===== config.mk =====
export PLATFORM = sky130hd
export DESIGN_NAME = adder_bist_engine
export DESIGN_NICKNAME = d
export VERILOG_FILES = /design/src/rtl/adder_bist_engine.sv
export SDC_FILE = /design/constraint.sdc
export NUM_CORES = 1
export LEC_CHECK = 0
export CORE_MARGIN = 2
export CORE_UTILIZATION = 40
export DETAILED_ROUTE_END_ITERATION = 12
export HOLD_SLACK_MARGIN = 0.12
export SYNTH_ARGS = -nofsm -noshare
export SYNTH_HDL_FRONTEND = slang
export SYNTH_SLANG_ARGS = --single-unit

===== constraint.sdc =====
create_clock -name clk -period 6.05 [get_ports clk]
set_input_delay 1.5125 -clock clk [delete_from_list [all_inputs] [get_ports clk]]
set_output_delay 1.5125 -clock clk [all_outputs]
set_load 0.005 [all_outputs]

===== src/rtl/adder_bist_engine.sv =====
// BIST engine for a combinational WIDTH-bit adder: LFSR operand generation, sum checking and
// error counting. Optional first-failure capture is enabled by ADDER_BIST_FAIL_CAPTURE_EN.
module adder_bist_engine #(
   parameter int unsigned WIDTH   = 16,
   parameter int unsigned NUM_VEC = 100000,
   parameter logic [31:0] SEED_A  = 32'h1234_5678,
   parameter logic [31:0] SEED_B  = 32'h9ABC_DEF0,
   parameter int unsigned CNT_W   = 32
) (
   input  logic             clk,
   input  logic             rst_n,
   input  logic             start,
   output logic [WIDTH-1:0] dut_a,
   output logic [WIDTH-1:0] dut_b,
   input  logic [WIDTH:0]   dut_s,
   output logic             busy,
   output logic             done,
   output logic             pass,
   output logic [CNT_W-1:0] vec_count,
   output logic [CNT_W-1:0] err_count,
   output logic [WIDTH-1:0] fail_a,
   output logic [WIDTH-1:0] fail_b,
   output logic [WIDTH:0]   fail_s
);

   localparam logic [31:0] LFSR_MASK = 32'h8020_0003;
   localparam logic [31:0] SEED_A_S  = (SEED_A == 32'h0) ? 32'h1 : SEED_A;
   localparam logic [31:0] SEED_B_S  = (SEED_B == 32'h0) ? 32'h1 : SEED_B;
   localparam int unsigned LW        = $clog2(NUM_VEC + 1);

   typedef enum logic [2:0] {StIdle, StLaunch0, StRun, StDrain, StDone} state_e;

   state_e           state_q, state_d;
   logic [31:0]      lfsr_a_q, lfsr_a_d, lfsr_b_q, lfsr_b_d;
   logic [WIDTH-1:0] a_q, a_d, b_q, b_d;
   logic [WIDTH:0]   exp_q, exp_d;
   logic [LW-1:0]    launch_q, launch_d;
   logic [CNT_W-1:0] vec_q, vec_d, err_q, err_d;
   logic             clear, launch, compare, mismatch;

   function automatic logic [31:0] lfsr_step(input logic [31:0] v);
      return {1'b0, v[31:1]} ^ (v[0] ? LFSR_MASK : 32'h0);
   endfunction

   assign clear    = ((state_q == StIdle) || (state_q == StDone)) && start;
   assign launch   = (state_q == StLaunch0) || (state_q == StRun);
   assign compare  = (state_q == StRun) || (state_q == StDrain);
   assign mismatch = compare && (dut_s != exp_q);

   always_comb begin
      state_d  = state_q;
      launch_d = launch_q;
      unique case (state_q)
         StIdle, StDone: begin
            if (start) state_d = StLaunch0;
         end
         StLaunch0: begin
            launch_d = LW'(1);
            state_d  = (NUM_VEC == 1) ? StDrain : StRun;
         end
         StRun: begin
            launch_d = launch_q + LW'(1);
            if (launch_d == LW'(NUM_VEC)) state_d = StDrain;
         end
         StDrain: state_d = StDone;
         default: state_d = StIdle;
      endcase
   end

   always_comb begin
      lfsr_a_d = lfsr_a_q;
      lfsr_b_d = lfsr_b_q;
      a_d      = a_q;
      b_d      = b_q;
      exp_d    = exp_q;
      vec_d    = vec_q;
      err_d    = err_q;
      if (clear) begin
         lfsr_a_d = SEED_A_S;
         lfsr_b_d = SEED_B_S;
         vec_d    = '0;
         err_d    = '0;
      end
      if (launch) begin
         a_d      = lfsr_a_q[WIDTH-1:0];
         b_d      = lfsr_b_q[WIDTH-1:0];
         // Full WIDTH+1-bit reference so the carry-out is checked too
         exp_d    = {1'b0, lfsr_a_q[WIDTH-1:0]} + {1'b0, lfsr_b_q[WIDTH-1:0]};
         lfsr_a_d = lfsr_step(lfsr_a_q);
         lfsr_b_d = lfsr_step(lfsr_b_q);
      end
      if (compare) vec_d = vec_q + CNT_W'(1);
      if (mismatch && (err_q != '1)) err_d = err_q + CNT_W'(1);
   end

   always_ff @(posedge clk or negedge rst_n) begin
      if (!rst_n) begin
         state_q  <= StIdle;
         lfsr_a_q <= SEED_A_S;
         lfsr_b_q <= SEED_B_S;
         a_q      <= '0;
         b_q      <= '0;
         exp_q    <= '0;
         launch_q <= '0;
         vec_q    <= '0;
         err_q    <= '0;
      end else begin
         state_q  <= state_d;
         lfsr_a_q <= lfsr_a_d;
         lfsr_b_q <= lfsr_b_d;
         a_q      <= a_d;
         b_q      <= b_d;
         exp_q    <= exp_d;
         launch_q <= launch_d;
         vec_q    <= vec_d;
         err_q    <= err_d;
      end
   end

   assign dut_a     = a_q;
   assign dut_b     = b_q;
   assign busy      = (state_q == StLaunch0) || (state_q == StRun) || (state_q == StDrain);
   assign done      = (state_q == StDone);
   assign pass      = done && (err_q == '0);
   assign vec_count = vec_q;
   assign err_count = err_q;

`ifdef ADDER_BIST_FAIL_CAPTURE_EN
   logic [WIDTH-1:0] fail_a_q, fail_a_d, fail_b_q, fail_b_d;
   logic [WIDTH:0]   fail_s_q, fail_s_d;

   // err_q never wraps back to zero, so zero means no earlier mismatch in this run
   always_comb begin
      fail_a_d = fail_a_q;
      fail_b_d = fail_b_q;
      fail_s_d = fail_s_q;
      if (clear) begin
         fail_a_d = '0;
         fail_b_d = '0;
         fail_s_d = '0;
      end else if (mismatch && (err_q == '0)) begin
         fail_a_d = a_q;
         fail_b_d = b_q;
         fail_s_d = dut_s;
      end
   end

   always_ff @(posedge clk or negedge rst_n) begin
      if (!rst_n) begin
         fail_a_q <= '0;
         fail_b_q <= '0;
         fail_s_q <= '0;
      end else begin
         fail_a_q <= fail_a_d;
         fail_b_q <= fail_b_d;
         fail_s_q <= fail_s_d;
      end
   end

   assign fail_a = fail_a_q;
   assign fail_b = fail_b_q;
   assign fail_s = fail_s_q;
`else
   assign fail_a = '0;
   assign fail_b = '0;
   assign fail_s = '0;
`endif

endmodule


# After elaboration in Yosys (flattened, before gate mapping)
# Index checks and enable logic that the tools add are counted.
# Widths: inputs -> output; s select.
# totals
output_inout_bits,148
input_bits,20
wordCells,53
regBits,197
# classes
eq_ne,9
bitwise_logic,2
n_reduce_logical,16
muxes,13
addsub,4
# ops
op,n
$mux 32,9
$add 32x1->32 const B,2
$xor 31x32->32,2
$pmux 17 s2,1
$logic_not 32->1,1
$ne 32x32->1 const B,1
$add 16x16->17,1
$add 17x1->17 const B,1
$eq 17x17->1 const B,1
$ne 17x17->1,1
$pmux 3 s4,1
$reduce_bool 2->1,4
$eq 3x2->1 const B,2
$mux 3,2
$logic_and 1x1->1,4
$logic_or 1x1->1,4
$ne 2x2->1 const B,2
$eq 3x1->1 const B,1
$eq 3x3->1 const B,1
$logic_not 3->1,1
$reduce_and 2->1,1
$reduce_or 2->1,1

# Longest topological paths before layout
# depth
word_depth,5
ltp_mapped,12

# Least setup slack after synthesis
# Ideal clock, no wire load.
# synth_path
path_type,input port to flip-flop
from,input dut_s[16]
to,register err_q[13] (netlist: err_count[13])
setup_ns,0.091
path_buffers,2
required_time_ns,5.959
setup_slack_ns,2.905
arrival_time_ns,3.055
stages,8
path_cell_list,xnor2_1 > nand4_1 > nor4_1 > a21o_1 > clkbuf_1 > o21ai_1 > clkbuf_1 > o221ai_1
# synth_between
elab_chain_cells,4
elab_cells_between_ends,5
classes_between,eq/ne: 1; mux: 1; reduce/logical: 3
# synth_lines
element,line_no,rtl
"start, declared",15,"input logic [WIDTH:0] dut_s,"
$ne 17x17->1 (*),48,assign mismatch = compare && (dut_s != exp_q);
$logic_and 1x1->1 (*),48,
$logic_and 1x1->1 (*),93,if (mismatch && (err_q != '1)) err_d = err_q + CNT_W'(1);
$mux 32 / $reduce_bool 2->1 (equally long branches),-,
"end signal, assigned",116,err_q <= err_d;
"end, declared",38,"logic [CNT_W-1:0] vec_q, vec_d, err_q, err_d;"
# Mark *: on every way between the ends. The rest lies on a longest branch, timed or not.
# A chain may end at the register's enable or synchronous reset.

# Worst setup path in the final report
# layout_path
from,register err_q[0] (netlist: err_count[0])
to,output pass
# layout_between
elab_chain_cells,2
# layout_lines
element,line_no,rtl
$logic_not 32->1,124,assign pass = done && (err_q == '0);
$logic_and 1x1->1,124,
"end, declared",18,"output logic pass,"
# No other way between the ends.

==> impl_metrics.env <==
export IMPL_status="complete, no violations"
export IMPL_dieArea_mm2=0.02696
export IMPL_dieWidth_um=164.2
export IMPL_ys_ff_latch=197
export IMPL_cp_required_ns=4.54
export IMPL_clockBufferDepth=2
export IMPL_initial_core_util_pct=40.76
export IMPL_cts_reportedPaths_clkPinSlew_ns=0.08
export IMPL_die_y_um=164.2
export IMPL_multi_input_area_mm2=0.004752
export IMPL_grt_pass1_vias=8070
export IMPL_p_leak_nw=5.321
export IMPL_nets=1291
export IMPL_synthesis_instances=1162
export IMPL_skew_ns=0.01695
export IMPL_synthTopCellsByArea="dfrtp_1, nand2_1, dfstp_2"
export IMPL_slew_violations=0
export IMPL_grt_first_pass_wirelength_um=43170
export IMPL_cts_resized=0
export IMPL_fill_cells=2431
export IMPL_core_mm2=0.02518
export IMPL_post_cts_setup_buffer_count=0
export IMPL_min_period_over_period_pct=66.56
export IMPL_avgSynthCellArea_um2=8.833
export IMPL_grt_setup_unrepaired="false"
export IMPL_hpwl_um=17160
export IMPL_ir_drop_v=0.0002551
export IMPL_grt_usage_pct=19.96
export IMPL_yosysMostFrequentCell="nand2_1"
export IMPL_routed_wl_um=25840
export IMPL_port_buffers=118
export IMPL_drt_iter0_drc=650
export IMPL_area_growth_pct=17.72
export IMPL_worstPathArrival_ns=2.51
export IMPL_numCtsBuffers=17
export IMPL_viasPerCell=5.285
export IMPL_yosys_area_top_type="dfrtp_1"
export IMPL_place_congestion=0.8303
export IMPL_postCtsHoldBufs=0
export IMPL_drc=0
export IMPL_cts_sinks=197
export IMPL_whs_ns=0.4510
export IMPL_max_cap_violations=0
export IMPL_drive_gt1_share_pct=6.577
export IMPL_rows=58
export IMPL_hold_viol=0
export IMPL_grt_max_degree=113
export IMPL_antenna_found_initial=0
export IMPL_endpoint_kind="primary output"
export IMPL_root_buffer="clkbuf_16"
export IMPL_register_area_mm2=0.004970
export IMPL_h_tree_depth=4
export IMPL_boundaryPins=168
export IMPL_synth_edf_count=0
export IMPL_worst_setup_path_type="flip-flop to primary output"
export IMPL_synth_top_cell_area_share_pct=40.23
export IMPL_synth_flop_cell="dfrtp_1"
export IMPL_n_antenna_cell=0
export IMPL_final_setup_viol_count=0
export IMPL_drt_pass1_iterations=5
export IMPL_wl_per_cell_um=16.23
export IMPL_tightest_slew_ns=1.053
export IMPL_syn_area_mm2=0.01026
export IMPL_max_freq_ghz=0.2483
export IMPL_yosysUniqueCellTypes=60
export IMPL_cp_max_fo=5
export IMPL_synth_yosys_warnings=0
export IMPL_yosysSeqAreaShare_pct=48.42
export IMPL_drtAntennaViolNets=0
export IMPL_synthTopCellsByCount="nand2_1, dfrtp_1, o21ai_0, nand3_1, buf_4"
export IMPL_cts_tree="built"
export IMPL_ys_async_sr_fraction_pct=100.0
export IMPL_final_cell_area_mm2=0.01208
export IMPL_vias=8414
export IMPL_clk_latency_ns=0.44
export IMPL_slew_headroom_pct=29.77
export IMPL_overflow=0
export IMPL_cp_start_kind="flip-flop"
export IMPL_fin_tns_setup_ns=0
export IMPL_placed_area_mm2=0.01152
export IMPL_holdCritPathClass="flip-flop to flip-flop"
export IMPL_fin_crit_ns=4.027
export IMPL_power_density_mw_per_mm2=479.8
## logic make-up after synthesis
kind of cell,Yosys count,share of synthesized area (%)
mux,6,0.5852
buf+inv,141,7.180
simple gates,500,22.17
other cells,1,0.03654
xor+xnor,40,3.413
fa+ha+maj,22,2.755
flops,197,48.42
compound gates,255,15.43
## metrics by stage
stage	utilization (%)	total power, mW	setup WS (ns)	instances
3_5_place_dp	45.74	4.701	1.845	1560
2_1_floorplan	-	3.833	2.905	1210
6_report	47.98	5.797	2.023	1592
5_1_grt	47.98	6.284	1.906	1592
3_3_place_gp	45.74	4.654	1.827	1560
4_1_cts	47.98	5.845	2.000	1592
## cell usage in the layout (no fill, tap or decap), drive strengths merged, types with 7 or more instances in the layout
cell | Yosys | routed
a21o | 11 | 11
a21oi | 24 | 24
a22o | 11 | 11
a31oi | 17 | 17
and2 | 7 | 7
and3 | 14 | 14
buf | 59 | 10
clkbuf | 49 | 21
clkdlybuf4s50 | 0 | 117
conb | 1 | 49
dfrtp | 165 | 165
dfstp | 32 | 32
ha | 21 | 21
inv | 32 | 40
nand2 | 274 | 274
nand3 | 70 | 70
nand4 | 26 | 26
nor2 | 36 | 36
nor3 | 28 | 28
nor4 | 17 | 17
o211ai | 21 | 21
o21a | 8 | 8
o21ai | 120 | 120
o31ai | 13 | 13
xnor2 | 31 | 31
xor2 | 9 | 9
## power breakdown
group          leakage, nW  internal [mW]  switching, mW  total, mW
Sequential            2.52           1.82          0.349       2.17
Clock                0.278          0.565          0.557       1.12
Combinational         2.52          0.964           1.54       2.51
Total                 5.32           3.35           2.45       5.80
## critical path, cell delays in order (launching register included)
cell             delay [ns]
dfrtp_1                0.46
inv_1                  0.12
ha_1                   0.18
nor4b_1                0.37
nand4_1                0.21
nor3_1                 0.22
clkdlybuf4s50_1        0.53
## final cells by class
cell class,count,area share [%]
Clock buffer,20,3.780
Clock inverter,12,0.8905
Inverter,33,1.025
Multi-Input combinational cell,872,39.33
Sequential cell,197,41.13
Tap cell,330,3.417
Timing Repair Buffer,128,10.43
## metal layers
layer | vias to the layer above | wire length (um) | track usage, %
li1 | 4154 | - | -
met1 | 4058 | 12650 | 28.99
met2 | 188 | 11930 | 31.42
met3 | 14 | 1087 | 3.333
met4 | 0 | 163 | 4.187
met5 | - | 0 | 0
## state kept, by name, summed over array words and instances (netlist names), 16 cells and up
signal,count
err_count,32
lfsr_a_q,32
lfsr_b_q,32
vec_count,32
exp_q,17
launch_q,17
dut_a,16
dut_b,16
## worst paths after layout
check | from | endpoint | slack, ns | cells after the start
min in group asynchronous | rst_n | err_count[16] | 1.15 | 1
max reg2reg | err_count[9] | err_count[10] | 2.73 | 6
min reg2reg | lfsr_b_q[20] | lfsr_b_q[19] | 0.45 | 2
min | lfsr_b_q[20] | lfsr_b_q[19] | 0.45 | 2
max in group asynchronous | rst_n | lfsr_b_q[14] | 3.71 | 2
max | err_count[0] | pass | 2.02 | 6
(Power assumes the default switching activity.)
